--- config.mk ---
export PLATFORM = sky130hd
export DESIGN_NAME = pipe_ctl_flat
export DESIGN_NICKNAME = d
export VERILOG_FILES = /design/src/rtl/pipe_ctl_pkg.sv /design/src/rtl/pipe_ctl_if.sv /design/src/rtl/pipe_ctl_exc_prio.sv /design/src/rtl/pipe_ctl.sv /design/src/flat_wrapper.sv
export SDC_FILE = /design/constraint.sdc
export NUM_CORES = 1
export LEC_CHECK = 0
export CAP_MARGIN = 20
export CORE_MARGIN = 2
export CORE_UTILIZATION = 27
export DETAILED_ROUTE_END_ITERATION = 8
export GPL_ROUTABILITY_DRIVEN = 1
export SETUP_SLACK_MARGIN = 0.15
export SYNTH_ARGS = -nofsm -noshare
export SYNTH_HDL_FRONTEND = slang
export SYNTH_SLANG_ARGS = --single-unit
--- constraint.sdc ---
create_clock -name clk -period 2.25 [get_ports clk]
set_input_delay 0.45 -clock clk [delete_from_list [all_inputs] [get_ports clk]]
set_output_delay 0.45 -clock clk [all_outputs]
set_load 0.01 [all_outputs]
--- src/rtl/pipe_ctl_pkg.sv ---
// pipe_ctl shared constants: exception codes, fetch vector and FSM states.
// Optional feature macro: CPU_BREAK_HALT_EN (adds the debug HALT state).
package pipe_ctl_pkg;

  localparam logic [31:0] EXC_VECTOR = 32'h0000_0100;

  localparam logic [4:0] CPU_EXC_ADEL = 5'd4;
  localparam logic [4:0] CPU_EXC_SYS  = 5'd8;
  localparam logic [4:0] CPU_EXC_BP   = 5'd9;
  localparam logic [4:0] CPU_EXC_OV   = 5'd12;

  typedef enum logic [2:0] {
    ST_RUN      = 3'd0,
    ST_DRAIN    = 3'd1,
    ST_FLUSH    = 3'd2,
    ST_REDIRECT = 3'd3,
    ST_HALT     = 3'd4
  } pipe_state_e;

  // A faulting delay-slot instruction restarts at its branch.
  function automatic logic [31:0] epc_of(
    input logic [31:0] pc,
    input logic        bd
  );
    return bd ? (pc - 32'd4) : pc;
  endfunction

endpackage

--- src/rtl/pipe_ctl_if.sv ---
// Fetch redirect handshake between pipe_ctl (master) and fetch (slave).
// Target and valid are held stable until fetch acknowledges.
interface pipe_ctl_if;
  logic [31:0] o_new_pc;
  logic        o_new_pc_valid;
  logic        i_fetch_ack;

  modport master (
    output o_new_pc,
    output o_new_pc_valid,
    input  i_fetch_ack
  );

  modport slave (
    input  o_new_pc,
    input  o_new_pc_valid,
    output i_fetch_ack
  );
endinterface

--- src/rtl/pipe_ctl_exc_prio.sv ---
// Execute-stage event priority encoder:
// addr_error > overflow > syscall > break > eret.
module pipe_ctl_exc_prio
  import pipe_ctl_pkg::*;
(
  input  logic       i_addr_error,
  input  logic       i_overfl_error,
  input  logic       i_syscall_trap,
  input  logic       i_break_trap,
  input  logic       i_eret,
  output logic       o_valid,
  output logic [4:0] o_code,
  output logic       o_is_eret
);

  always_comb begin
    o_valid   = 1'b1;
    o_code    = 5'd0;
    o_is_eret = 1'b0;
    priority case (1'b1)
      i_addr_error:   o_code = CPU_EXC_ADEL;
      i_overfl_error: o_code = CPU_EXC_OV;
      i_syscall_trap: o_code = CPU_EXC_SYS;
      i_break_trap:   o_code = CPU_EXC_BP;
      i_eret:         o_is_eret = 1'b1;
      default:        o_valid = 1'b0;
    endcase
  end

endmodule

--- src/rtl/pipe_ctl.sv ---
// Pipeline stall generation plus exception-entry / ERET sequencing.
// Optional macro CPU_BREAK_HALT_EN turns break into a debug HALT.
module pipe_ctl
  import pipe_ctl_pkg::*;
(
  input  logic        clk,
  input  logic        nrst,
  input  logic        i_fetch_busy,
  input  logic        i_mem_busy,
  input  logic        i_imuldiv_busy,
  input  logic        i_imuldiv_use,
  input  logic        i_overfl_error,
  input  logic        i_addr_error,
  input  logic        i_syscall_trap,
  input  logic        i_break_trap,
  input  logic        i_eret,
  input  logic [31:0] i_exec_pc,
  input  logic        i_exec_bd,
  input  logic [31:0] i_epc,
  pipe_ctl_if.master  redir,
  output logic        o_fetch_stall,
  output logic        o_exec_stall,
  output logic        o_mem_stall,
  output logic        o_flush,
  output logic        o_epc_wr,
  output logic [31:0] o_epc,
  output logic [4:0]  o_cause_exc,
  output logic        o_cause_bd,
`ifdef CPU_BREAK_HALT_EN
  input  logic        i_dbg_resume,
  output logic        o_halted,
`endif
  output logic        o_exc_mode
);

  pipe_state_e state_q, state_d;
  logic [31:0] epc_q, epc_d;
  logic [4:0]  code_q, code_d;
  logic        bd_q, bd_d;
  logic [31:0] tgt_q, tgt_d;
  logic        excm_q, excm_d;
  logic        eret_q, eret_d;
  logic        halt_q, halt_d;

  logic       ev_valid;
  logic [4:0] ev_code;
  logic       ev_eret;
  logic       halt_evt;
  logic       take;

  pipe_ctl_exc_prio u_prio (
    .i_addr_error   (i_addr_error),
    .i_overfl_error (i_overfl_error),
    .i_syscall_trap (i_syscall_trap),
    .i_break_trap   (i_break_trap),
    .i_eret         (i_eret),
    .o_valid        (ev_valid),
    .o_code         (ev_code),
    .o_is_eret      (ev_eret)
  );

`ifdef CPU_BREAK_HALT_EN
  assign halt_evt = ev_valid & ~ev_eret & (ev_code == CPU_EXC_BP);
`else
  assign halt_evt = 1'b0;
`endif

  // A busy memory stage does not block capture; DRAIN waits it out.
  assign take = (state_q == ST_RUN) & ev_valid & ~i_fetch_busy
              & ~(i_imuldiv_busy & i_imuldiv_use);

  always_ff @(posedge clk or negedge nrst) begin
    if (!nrst) begin
      state_q <= ST_RUN;
      epc_q   <= '0;
      code_q  <= '0;
      bd_q    <= 1'b0;
      tgt_q   <= '0;
      excm_q  <= 1'b0;
      eret_q  <= 1'b0;
      halt_q  <= 1'b0;
    end else begin
      state_q <= state_d;
      epc_q   <= epc_d;
      code_q  <= code_d;
      bd_q    <= bd_d;
      tgt_q   <= tgt_d;
      excm_q  <= excm_d;
      eret_q  <= eret_d;
      halt_q  <= halt_d;
    end
  end

  always_comb begin
    state_d = state_q;
    unique case (state_q)
      ST_RUN: begin
        if (take) begin
          if (i_mem_busy) state_d = ST_DRAIN;
          else if (halt_evt) state_d = ST_HALT;
          else state_d = ST_FLUSH;
        end
      end
      ST_DRAIN: begin
        if (!i_mem_busy) state_d = halt_q ? ST_HALT : ST_FLUSH;
      end
      ST_FLUSH:    state_d = ST_REDIRECT;
      ST_REDIRECT: begin
        if (redir.i_fetch_ack) state_d = ST_RUN;
      end
`ifdef CPU_BREAK_HALT_EN
      ST_HALT: begin
        if (i_dbg_resume) state_d = ST_RUN;
      end
`endif
      default:     state_d = ST_RUN;
    endcase
  end

  always_comb begin
    epc_d  = epc_q;
    code_d = code_q;
    bd_d   = bd_q;
    tgt_d  = tgt_q;
    excm_d = excm_q;
    eret_d = eret_q;
    halt_d = halt_q;
    if (take) begin
      halt_d = halt_evt;
      if (!halt_evt) begin
        eret_d = ev_eret;
        tgt_d  = ev_eret ? i_epc : EXC_VECTOR;
        if (!ev_eret) begin
          epc_d  = epc_of(i_exec_pc, i_exec_bd);
          code_d = ev_code;
          bd_d   = i_exec_bd;
        end
      end
    end
    if (state_q == ST_FLUSH) excm_d = ~eret_q;
  end

  logic in_run;
  logic in_halt;

  always_comb begin
    in_run               = (state_q == ST_RUN);
    in_halt              = (state_q == ST_HALT);
    o_fetch_stall        = in_run ? i_fetch_busy : 1'b1;
    o_exec_stall         = in_run ? (i_imuldiv_busy & i_imuldiv_use) : 1'b1;
    o_mem_stall          = i_mem_busy | in_halt;
    o_flush              = (state_q == ST_FLUSH);
    o_epc_wr             = (state_q == ST_FLUSH) & ~eret_q;
    redir.o_new_pc_valid = (state_q == ST_REDIRECT);
    redir.o_new_pc       = tgt_q;
    o_epc                = epc_q;
    o_cause_exc          = code_q;
    o_cause_bd           = bd_q;
    o_exc_mode           = excm_q;
`ifdef CPU_BREAK_HALT_EN
    o_halted             = in_halt;
`endif
  end

endmodule

--- src/flat_wrapper.sv ---
// flat-port wrapper written by rule: the top's interface ports become plain ports
module pipe_ctl_flat import pipe_ctl_pkg::*;
  (clk, nrst, i_fetch_busy, i_mem_busy, i_imuldiv_busy, i_imuldiv_use, i_overfl_error, i_addr_error, i_syscall_trap, i_break_trap, i_eret, i_exec_pc, i_exec_bd, i_epc, o_fetch_stall, o_exec_stall, o_mem_stall, o_flush, o_epc_wr, o_epc, o_cause_exc, o_cause_bd, o_exc_mode, redir_o_new_pc, redir_o_new_pc_valid, redir_i_fetch_ack);
  pipe_ctl_if redir_i ();
  input  logic clk;
  input  logic nrst;
  input  logic i_fetch_busy;
  input  logic i_mem_busy;
  input  logic i_imuldiv_busy;
  input  logic i_imuldiv_use;
  input  logic i_overfl_error;
  input  logic i_addr_error;
  input  logic i_syscall_trap;
  input  logic i_break_trap;
  input  logic i_eret;
  input  logic [31:0] i_exec_pc;
  input  logic i_exec_bd;
  input  logic [31:0] i_epc;
  output logic o_fetch_stall;
  output logic o_exec_stall;
  output logic o_mem_stall;
  output logic o_flush;
  output logic o_epc_wr;
  output logic [31:0] o_epc;
  output logic [4:0] o_cause_exc;
  output logic o_cause_bd;
  output logic o_exc_mode;
  output wire logic [$bits(redir_i.o_new_pc)-1:0] redir_o_new_pc;
  output wire logic [$bits(redir_i.o_new_pc_valid)-1:0] redir_o_new_pc_valid;
  input wire logic [$bits(redir_i.i_fetch_ack)-1:0] redir_i_fetch_ack;
  assign redir_o_new_pc = redir_i.o_new_pc;
  assign redir_o_new_pc_valid = redir_i.o_new_pc_valid;
  assign redir_i.i_fetch_ack = redir_i_fetch_ack;
  pipe_ctl u_core (.clk(clk), .nrst(nrst), .i_fetch_busy(i_fetch_busy), .i_mem_busy(i_mem_busy), .i_imuldiv_busy(i_imuldiv_busy), .i_imuldiv_use(i_imuldiv_use), .i_overfl_error(i_overfl_error), .i_addr_error(i_addr_error), .i_syscall_trap(i_syscall_trap), .i_break_trap(i_break_trap), .i_eret(i_eret), .i_exec_pc(i_exec_pc), .i_exec_bd(i_exec_bd), .i_epc(i_epc), .redir(redir_i), .o_fetch_stall(o_fetch_stall), .o_exec_stall(o_exec_stall), .o_mem_stall(o_mem_stall), .o_flush(o_flush), .o_epc_wr(o_epc_wr), .o_epc(o_epc), .o_cause_exc(o_cause_exc), .o_cause_bd(o_cause_bd), .o_exc_mode(o_exc_mode));
endmodule
# Word level (Yosys, flattened, before mapping)
# Index checks and enable logic that the tools add are counted.
op_classes:
  eq_ne: 7
  n_addsub: 1
  n_reduce_logical: 3
  n_bitwise: 10
  mux: 22
ops:
  columns: ["operator", "count"]
  rows:
  - ["32-bit 2-to-1 mux", 2]
  - ["32-bit by 3-bit subtractor with 32-bit output (second input constant)", 1]
  - ["3-bit one-hot mux with 4 select lines", 1]
  - ["1-bit 2-to-1 mux", 11]
  - ["5-bit 2-to-1 mux", 2]
  - ["3-bit 2-to-1 mux", 3]
  - ["4-bit 2-to-1 mux", 2]
  - ["3-bit by 2-bit equality test with 1-bit output (second input constant)", 2]
  - ["1-bit bitwise AND", 5]
  - ["2-bit by 1-bit inequality test with 1-bit output (second input constant)", 2]
  - ["1-bit NOT", 4]
  - ["3-bit by 1-bit equality test with 1-bit output (second input constant)", 1]
  - ["3-bit equality test (second input constant)", 1]
  - ["3-bit zero test", 1]
  - ["3-bit AND reduction", 1]
  - ["2-bit 2-to-1 mux", 1]
  - ["2-bit inequality test (second input constant)", 1]
  - ["2-bit AND reduction", 1]
  - ["1-bit bitwise OR", 1]
word_totals:
  regBits: 75

# Depth between registers and ports, before layout
# Gate-level depths: netlist of run 1.
depth:
  depth_word: 10
  depth_mapped: 8
  mapped_depth_nobuf: 7

# Hierarchy
# A second synthesis of run 1 with hierarchy kept.
unflattened:
  hier_cells: 375
  hier_area_um2: 3597.2
modules_own_cells:
  columns: ["module", "instances", "cells_each", "seq_area_each_um2", "area_each_um2"]
  rows:
  - ["pipe_ctl", 1, 366, 1851.8, 3537.1]
  - ["pipe_ctl_exc_prio", 1, 9, 0.0, 60.1]

# Worst setup path before layout of run 1
# No wires, ideal clock.
synth_path:
  path_type: "flip-flop to flip-flop"
  startpoint: "register u_core.state_q[1]"
  endpoint: "register u_core.state_q[0]"
  arrival_time_ps: 1846
  n_path_buf: 0
  synth_period_minus_slack_ps: 1974
  path_slack_ps: 276
  setup_ps: 127
  stages_incl_launch_ff: 8
  t_required_ps: 2123
  cell_sequence: "dfrtp_1 inv_1 ha_1 nand2b_2 a21oi_4 o21ai_2 a221o_1 mux2_1"
synth_between:
  elab_chain_len: 6
synth_rtl:
  columns: ["item", "line", "text"]
  rows:
  - ["start: declaration", "pipe_ctl.sv:36", "pipe_state_e state_q, state_d;"]
  - ["start signal: assignment", "pipe_ctl.sv:83", "state_q <= state_d;"]
  - ["3-bit zero test", "pipe_ctl.sv:69, pipe_ctl.sv:96", null]
  - ["1-bit bitwise AND (2 in series)", "pipe_ctl.sv:69", "assign take = (state_q == ST_RUN) & ev_valid & ~i_fetch_busy"]
  - ["1-bit bitwise AND", "pipe_ctl.sv:70", "& ~(i_imuldiv_busy & i_imuldiv_use);"]
  - ["2-bit by 1-bit inequality test with 1-bit output (no line)", null, null]
  - ["3-bit AND reduction (no line)", null, null]
# Parallel ways exist; a longest one is shown, timed or not.
# A chain may end at the register's enable or synchronous reset.

# Worst setup path after layout of run 1
layout_path:
  startpoint: "input i_mem_busy"
  endpoint: "output o_mem_stall"
layout_between:
  elab_chain_len: 1
layout_rtl:
  columns: ["item", "line", "text"]
  rows:
  - ["start: declaration", "flat_wrapper.sv:8", "input logic i_mem_busy;"]
  - ["1-bit bitwise OR", "pipe_ctl.sv:151", "o_mem_stall = i_mem_busy | in_halt;"]
  - ["end: declaration", "flat_wrapper.sv:21", "output logic o_mem_stall;"]
# No other way between the ends.

==> results of run 1 <==
[cells in the final DEF, fill, tap and decap left out, types with 3 or more instances in the layout]
master           Yosys  final
nor2_1              11     11
xnor2_1              4      4
dlygate4sd2_1        0      3
inv_1                9      9
nor2b_1              3      3
nand3b_1             3      3
nand4_1              8      8
nand4b_1             4      4
clkbuf_16            0      9
buf_4                4     27
nand2_1             39     38
nor3_1               5      5
mux2_2               4      4
nand3_1              6      6
ha_1                 6      5
a21oi_1              6      6
bufinv_16            0      3
or3_1                4      4
buf_12               0      3
a22o_1              31     31
xor2_1              25     25
o21ai_0             19     19
o21ai_1             13     13
clkdlybuf4s50_1      0    147
dfrtp_1             72     72
[metal layers]
layer | global-route usage (%) | vias up | routed length [um]
met2 | 21.90 | 131 | 4007
met3 | 5.916 | 11 | 1216
met4 | 6.905 | 0 | 199
met5 | 0 | - | 0
met1 | 16.98 | 1367 | 4055
li1 | - | 1439 | -
[repair_timing]
item	in CTS	in global routing
endpoints found under the setup margin	3	0
setup buffers	2	0
resized for setup	4	0
[flip-flops by register name, summed over array words and instances (netlist names)]
register,flops
u_core.eret_q,1
u_core.o_cause_bd,1
u_core.o_cause_exc,3
u_core.o_epc,32
u_core.o_exc_mode,1
u_core.redir.o_new_pc,32
u_core.state_q,2
[worst min path at each step]
stage / startpoint / to / slack, ps / cells past startpoint
floorplan: nrst / u_core.eret_q$_DFFE_PN0P_ / 150 / 0
global placement: nrst / u_core.redir.o_new_pc[16]$_DFFE_PN0P_ / 450 / 1
detailed placement: nrst / u_core.redir.o_new_pc[16]$_DFFE_PN0P_ / 450 / 1
CTS: nrst / u_core.redir.o_new_pc[16]$_DFFE_PN0P_ / 80 / 1
global route: nrst / u_core.redir.o_new_pc[18]$_DFFE_PN0P_ / 120 / 1
finish: nrst / u_core.redir.o_new_pc[16]$_DFFE_PN0P_ / 80 / 1
[through the flow]
step,instance area [um^2],TNS (ps),hold WS [ps]
6_report,5608,0,79.06
5_1_grt,5608,0,115.3
4_1_cts,5608,0,81.30
3_5_place_dp,5258,-779.8,454.8
3_3_place_gp,5258,-3.254,452.2
2_1_floorplan,3418,0,154.4
[final cells by class]
| type | instances | share of cell area [%] |
|---|---|---|
| Multi-Input combinational cell | 211 | 26.04 |
| Sequential cell | 72 | 32.13 |
| Inverter | 9 | 0.6024 |
| Tap cell | 172 | 3.838 |
| Timing Repair Buffer | 180 | 31.39 |
| Clock inverter | 6 | 1.919 |
| Clock buffer | 10 | 4.083 |
[power by group through the flow]
| stage | registers, mW | clock network (mW) | logic (mW) |
|---|---|---|---|
| after global placement | 1.89 | 0 | 1.96 |
| after floorplan | 2.04 | 0 | 0.639 |
| after detailed placement | 1.89 | 0 | 1.98 |
| final | 1.86 | 1.62 | 1.99 |
| after global routing | 1.91 | 1.74 | 2.18 |
| after CTS | 1.87 | 1.68 | 2.02 |
[cell usage after synthesis (3+ instances only)]
master and number:
inv_1 9, nor2_1 11, o21ai_0 19, buf_6 4
ha_1 6, xor2_1 25, o21ai_1 13, or3_1 4
nor3_1 5, a22o_1 31, xnor2_1 4, buf_4 4
nand4_1 8, buf_2 8, a21oi_1 6, nand3_1 6
mux2_2 4, nand4b_1 4, nand3b_1 3, dfrtp_1 72
nand2_1 39, nor2b_1 3
[cell families (layout without fill, tap and decap cells)]
group                      Yosys count  in the layout
and+or+nand+nor                     93             93
xor gates and xnor gates            29             29
adders and majority gates            6              6
buffers and inverters               28            205
DFF                                 72             72
other                                1              2
AOI/OAI and AO/OA                   75             75
muxes                                6              6
==> impl_metrics.tcl, run 1 <==
set metrics [dict create \
    ys_warn_count 0 \
    synth-simple-area-share_pct 15.54 \
    grtUsageTotal_pct 14.13 \
    cts_tree "yes" \
    firstDrtPassIters 4 \
    maxCapViolations 0 \
    cts_sinks 72 \
    endpoint "o_mem_stall" \
    finalHoldViolations 0 \
    num_antenna_cells 0 \
    critPathMaxStageDelay_ps 560 \
    cts_max_level 3 \
    final_cells 660 \
    fp-row-count 41 \
    tightest_slew_ps 510.1 \
    ios 154 \
    synth_top_area_share_pct 52.77 \
    drt_wl_total_um 9479 \
    p_int_mw 3.852 \
    drtIter0Drc 104 \
    fin_crit_sh_pct 89.89 \
    initial_core_util_pct 27.39 \
    avgSynthCellArea_um2 11.01 \
    ys.flop_type "dfrtp_1" \
    grt_max_degree 44 \
    wl_per_cell_um 14.36 \
    detail_route.vias_per_cell 4.467 \
    r2r-start "u_core.state_q[1]$_DFFE_PN0P_" \
    nFillCells 1210 \
    synth_adder_area_share_pct 2.199 \
    ys_types 40 \
    gp_congestion 0.7962 \
    synth_top_family_by_area "simple AND/OR/NAND/NOR gates" \
    crit_chain "clkdlybuf4s50_1, clkdlybuf4s50_1" \
    fp.dieW_um 116.5 \
    nets 566 \
    total_power_mw 5.472 \
    cp_slowest_cell "clkdlybuf4s50_1" \
    multi_input_area_um2 1460 \
    rr_endpoint "u_core.state_q[1]$_DFFE_PN0P_" \
    cts_buffers 9 \
    worstHoldPathType "input port to async pin" \
    ctsHoldBuffers 0 \
    dp_hpwl_um 7087 \
    seq_power_share_pct 34.0 \
    p_sw_share_pct 29.61 \
    dp_cells 642 \
    maxSlewHeadroom_pct 65.99 \
    combPwrFrac_pct 36.4 \
    netlist_area_um2 3415 \
    max_freq_mhz 494.4 \
    muxShareOfSynthArea_pct 1.979 \
    crit_type "input port to primary output" \
    area_growth_pct 64.24 \
    synth_edf_count 0 \
    power_density_nw_per_um2 975.8 \
    finalMaxSlewViolations 0 \
    route.vias.total 2948 \
    drive_gt1_share_pct 12.50 \
    worstSkewPairLatency_ps 340 \
    root_buffer "clkbuf_16" \
    rsz0062_at_grt "no" \
    peakVddDrop_uv 399.4 \
    path_delay_family "buffers and inverters" \
    antenna_found_initial 0 \
    startpoint_type "input port" \
    leakage_nw 2.392 \
    seq_area_um2 1802 \
    crit_path_frequent_cell "clkdlybuf4s50_1" \
    grt_pass1_wl_um 14590 \
    outcome "complete, no violations" \
    cp.arrival_ps 1570 \
    synth_compound_area_share_pct 15.24 \
    ant_nets 0 \
    core_um2 12470 \
    critPathRequiredTime_ps 1800 \
    p_clk_share_pct 29.6 \
    drc 0 \
    portBuffers 151 \
    finClkSkew_ps 2.878 \
    gr-total-overflow 0 \
    setup_viol 0 \
    cp_num_cells 2 \
    pre_cts_slack_ps -42.43 \
    async_flop_share_pct 100.0 \
    seq_area_frac_synth_pct 52.77 \
    reg2regPathDepth 7 \
    synth_cells 310 \
    crit_fanout 4 \
    synthTopCellsByArea "dfrtp_1 53%, a22o_1 8.0%, xor2_1 6.4%, nand2_1 4.3%, o21ai_0 2.8%" \
    ff2ff_setup_slack_ps 370 \
    path_clk_slew_ps 60 \
    fin_ws_ps 227.4 \
    critPathLaunch "i_mem_busy" \
    die_h_um 116.5 \
    synth_xor_area_share_pct 7.439 \
    end_kind "primary output" \
    cts_buffer_depth 2 \
    min_period_ps 2023 \
    ys_ff_latch 72 \
    die_area_um2 13560 \
    finish.utilization_pct 44.99 \
    grt_pass1_vias 2939 \
    p_sw_mw 1.620 \
    netlist.top_cell.by_area "dfrtp_1" \
    crit_buf_inv 2 \
]
No activity file was read; power rests on OpenSTA's default activity.
==> run 2: changes to the inputs <==
--- a/config.mk
+++ b/config.mk
@@ -8,8 +8,8 @@
 export CAP_MARGIN = 20
 export CORE_MARGIN = 2
 export CORE_UTILIZATION = 27
+export CTS_BUF_LIST = sky130_fd_sc_hd__clkbuf_8
 export DETAILED_ROUTE_END_ITERATION = 8
-export GPL_ROUTABILITY_DRIVEN = 1
 export SETUP_SLACK_MARGIN = 0.15
 export SYNTH_ARGS = -nofsm -noshare
 export SYNTH_HDL_FRONTEND = slang
==> run 2 against run 1 <==
  * Via count fell by 0.10%
  * Sequential share of layout area rose by 0.59 points
  * Fmax barely moved
  * Utilization fell by 0.81 points
  * Non-clock buffer count did not move
  * Critical path type unchanged
  * Largest cell class unchanged
  * Highest routed layer unchanged
  * Global-route usage fell by 0.066 points
  * Clock skew rose by 1.3 ps
  * Register-to-register slack got worse by 20 ps
  * Die area did not move
==> impl_metrics.tcl, run 2 (synthesis gave the netlist of run 1 again) <==
set metrics [dict create \
    outcome "complete, no violations" \
    die_h_um 116.5 \
    final_common_cell "clkdlybuf4s50_1" \
    fp.dieW_um 116.5 \
    finalHoldViolations 0 \
    fp-row-count 41 \
    p_int_mw 3.498 \
    p_clk_share_pct 24.1 \
    finish.utilization_pct 44.17 \
    grt_max_degree 44 \
    rsz0062_at_grt "yes" \
    finalMaxSlewViolations 0 \
    p_sw_mw 1.572 \
    grtUsageTotal_pct 14.07 \
    initial_core_util_pct 27.39 \
    antenna_found_initial 0 \
    leakage_nw 2.350 \
    setup_viol 0 \
    ctsHoldBuffers 0 \
    cp_slowest_cell "clkdlybuf4s50_1" \
    maxCapViolations 0 \
    layout_common_cells "147 x clkdlybuf4s50_1, 72 x dfrtp_1, 38 x nand2_1" \
    critPathMaxStageDelay_ps 560 \
    firstDrtPassIters 4 \
    power_density_nw_per_um2 920.7 \
    drive_gt1_share_pct 12.50 \
    crit_buf_inv 2 \
    cts_max_level 3 \
    wl_per_cell_um 14.33 \
    nFillCells 1227 \
    max_freq_mhz 494.5 \
    maxSlewHeadroom_pct 65.96 \
    drtIter0Drc 79 \
    portBuffers 151 \
    detail_route.vias_per_cell 4.462 \
    path_clk_slew_ps 80 \
    crit_type "input port to primary output" \
    area_growth_pct 61.27 \
    crit_chain "clkdlybuf4s50_1, clkdlybuf4s50_1" \
    tightest_slew_ps 510.5 \
    peakVddDrop_uv 376.7 \
    worstSkewPairLatency_ps 350 \
    cts_buffers 9 \
    finClkSkew_ps 4.164 \
    end_kind "primary output" \
    drc 0 \
    worstHoldPathType "input port to async pin" \
    drt_wl_total_um 9461 \
    fin_crit_sh_pct 89.88 \
    seq_power_share_pct 36.7 \
    crit_path_frequent_cell "clkdlybuf4s50_1" \
    combPwrFrac_pct 39.2 \
    num_antenna_cells 0 \
    cp.arrival_ps 1570 \
    dp_hpwl_um 7087 \
    min_period_ps 2022 \
    cts_tree "yes" \
    startpoint_type "input port" \
    cts_buffer_depth 2 \
    critPathRequiredTime_ps 1800 \
    total_power_mw 5.070 \
    core_um2 12470 \
    ios 154 \
    die_area_um2 13560 \
    root_buffer "clkbuf_8" \
    grt_pass1_vias 2933 \
    nets 566 \
    whs_ps 56.69 \
    path_delay_family "buffers and inverters" \
    ant_nets 0 \
    fin_setup_tns_ps 0 \
    gp_congestion 0.7962 \
    p_sw_share_pct 31.01 \
    route.vias.total 2945 \
    grt_pass1_wl_um 14550 \
    cts_sinks 72 \
    crit_fanout 4 \
    gr-total-overflow 0 \
]
-- run 2: cell types whose count changed in the layout (fill, tap and decap cells not counted) --
cell	previous run	this run
clkbuf_1	1	0
clkbuf_8	0	9
inv_1	9	10
clkbuf_16	9	0
-- run 2: metrics by stage --
step	instance area, um^2	setup WS [ps]	cells
2_1_floorplan	3418	276.2	311
3_3_place_gp	5258	-1.811	642
3_5_place_dp	5258	-42.43	642
4_1_cts	5507	199.5	660
5_1_grt	5507	138.7	660
6_report	5507	227.7	660
-- run 2: final timing paths --
check | startpoint | cells past startpoint | to | slack [ps]
max in group asynchronous | nrst | 2 | u_core.o_epc[12]$_DFFE_PN0P_ | 1600
max | i_mem_busy | 2 | o_mem_stall | 230
min reg2reg | u_core.o_epc[4]$_DFFE_PN0P_ | 2 | u_core.o_epc[4]$_DFFE_PN0P_ | 480
min in group clk | u_core.o_epc[4]$_DFFE_PN0P_ | 2 | u_core.o_epc[4]$_DFFE_PN0P_ | 480
max reg2reg | u_core.state_q[1]$_DFFE_PN0P_ | 7 | u_core.state_q[0]$_DFFE_PN0P_ | 350
min | nrst | 1 | u_core.redir.o_new_pc[16]$_DFFE_PN0P_ | 60
-- run 2: layer usage --
layer  GRT usage (%)  vias to the layer above  share of wire [%]
li1                -                     1433                  -
met1           17.07                     1374                 43
met4           6.429                        0                1.8
met2           21.67                      128                 42
met5               0                        -                  0
met3           6.072                       10                 13
-- run 2: final cells by class --
cell class / count / area [um^2] / share of cell area, %
Clock buffer: 9 / 123.9 / 2.249
Clock inverter: 7 / 111.4 / 2.022
Inverter: 9 / 33.78 / 0.6135
Multi-Input combinational cell: 211 / 1460 / 26.52
Sequential cell: 72 / 1802 / 32.72
Tap cell: 172 / 215.2 / 3.908
Timing Repair Buffer: 180 / 1760 / 31.97
-- run 2: timing repair --
| item | 4_1_cts | 5_1_grt |
|---|---|---|
| buffers inserted | 2 | 0 |
| resized for setup | 4 | 0 |
| endpoints found under the setup margin | 3 | 1 |
| pin swaps | 0 | 0 |
-- run 2: power by group through the flow --
stage,combinational (mW),clock [mW],sequential (mW)
5_1_grt,2.18,1.34,1.91
3_3_place_gp,1.96,0,1.89
3_5_place_dp,1.98,0,1.89
2_1_floorplan,0.639,0,2.04
6_report,1.99,1.22,1.86
4_1_cts,2.01,1.28,1.87
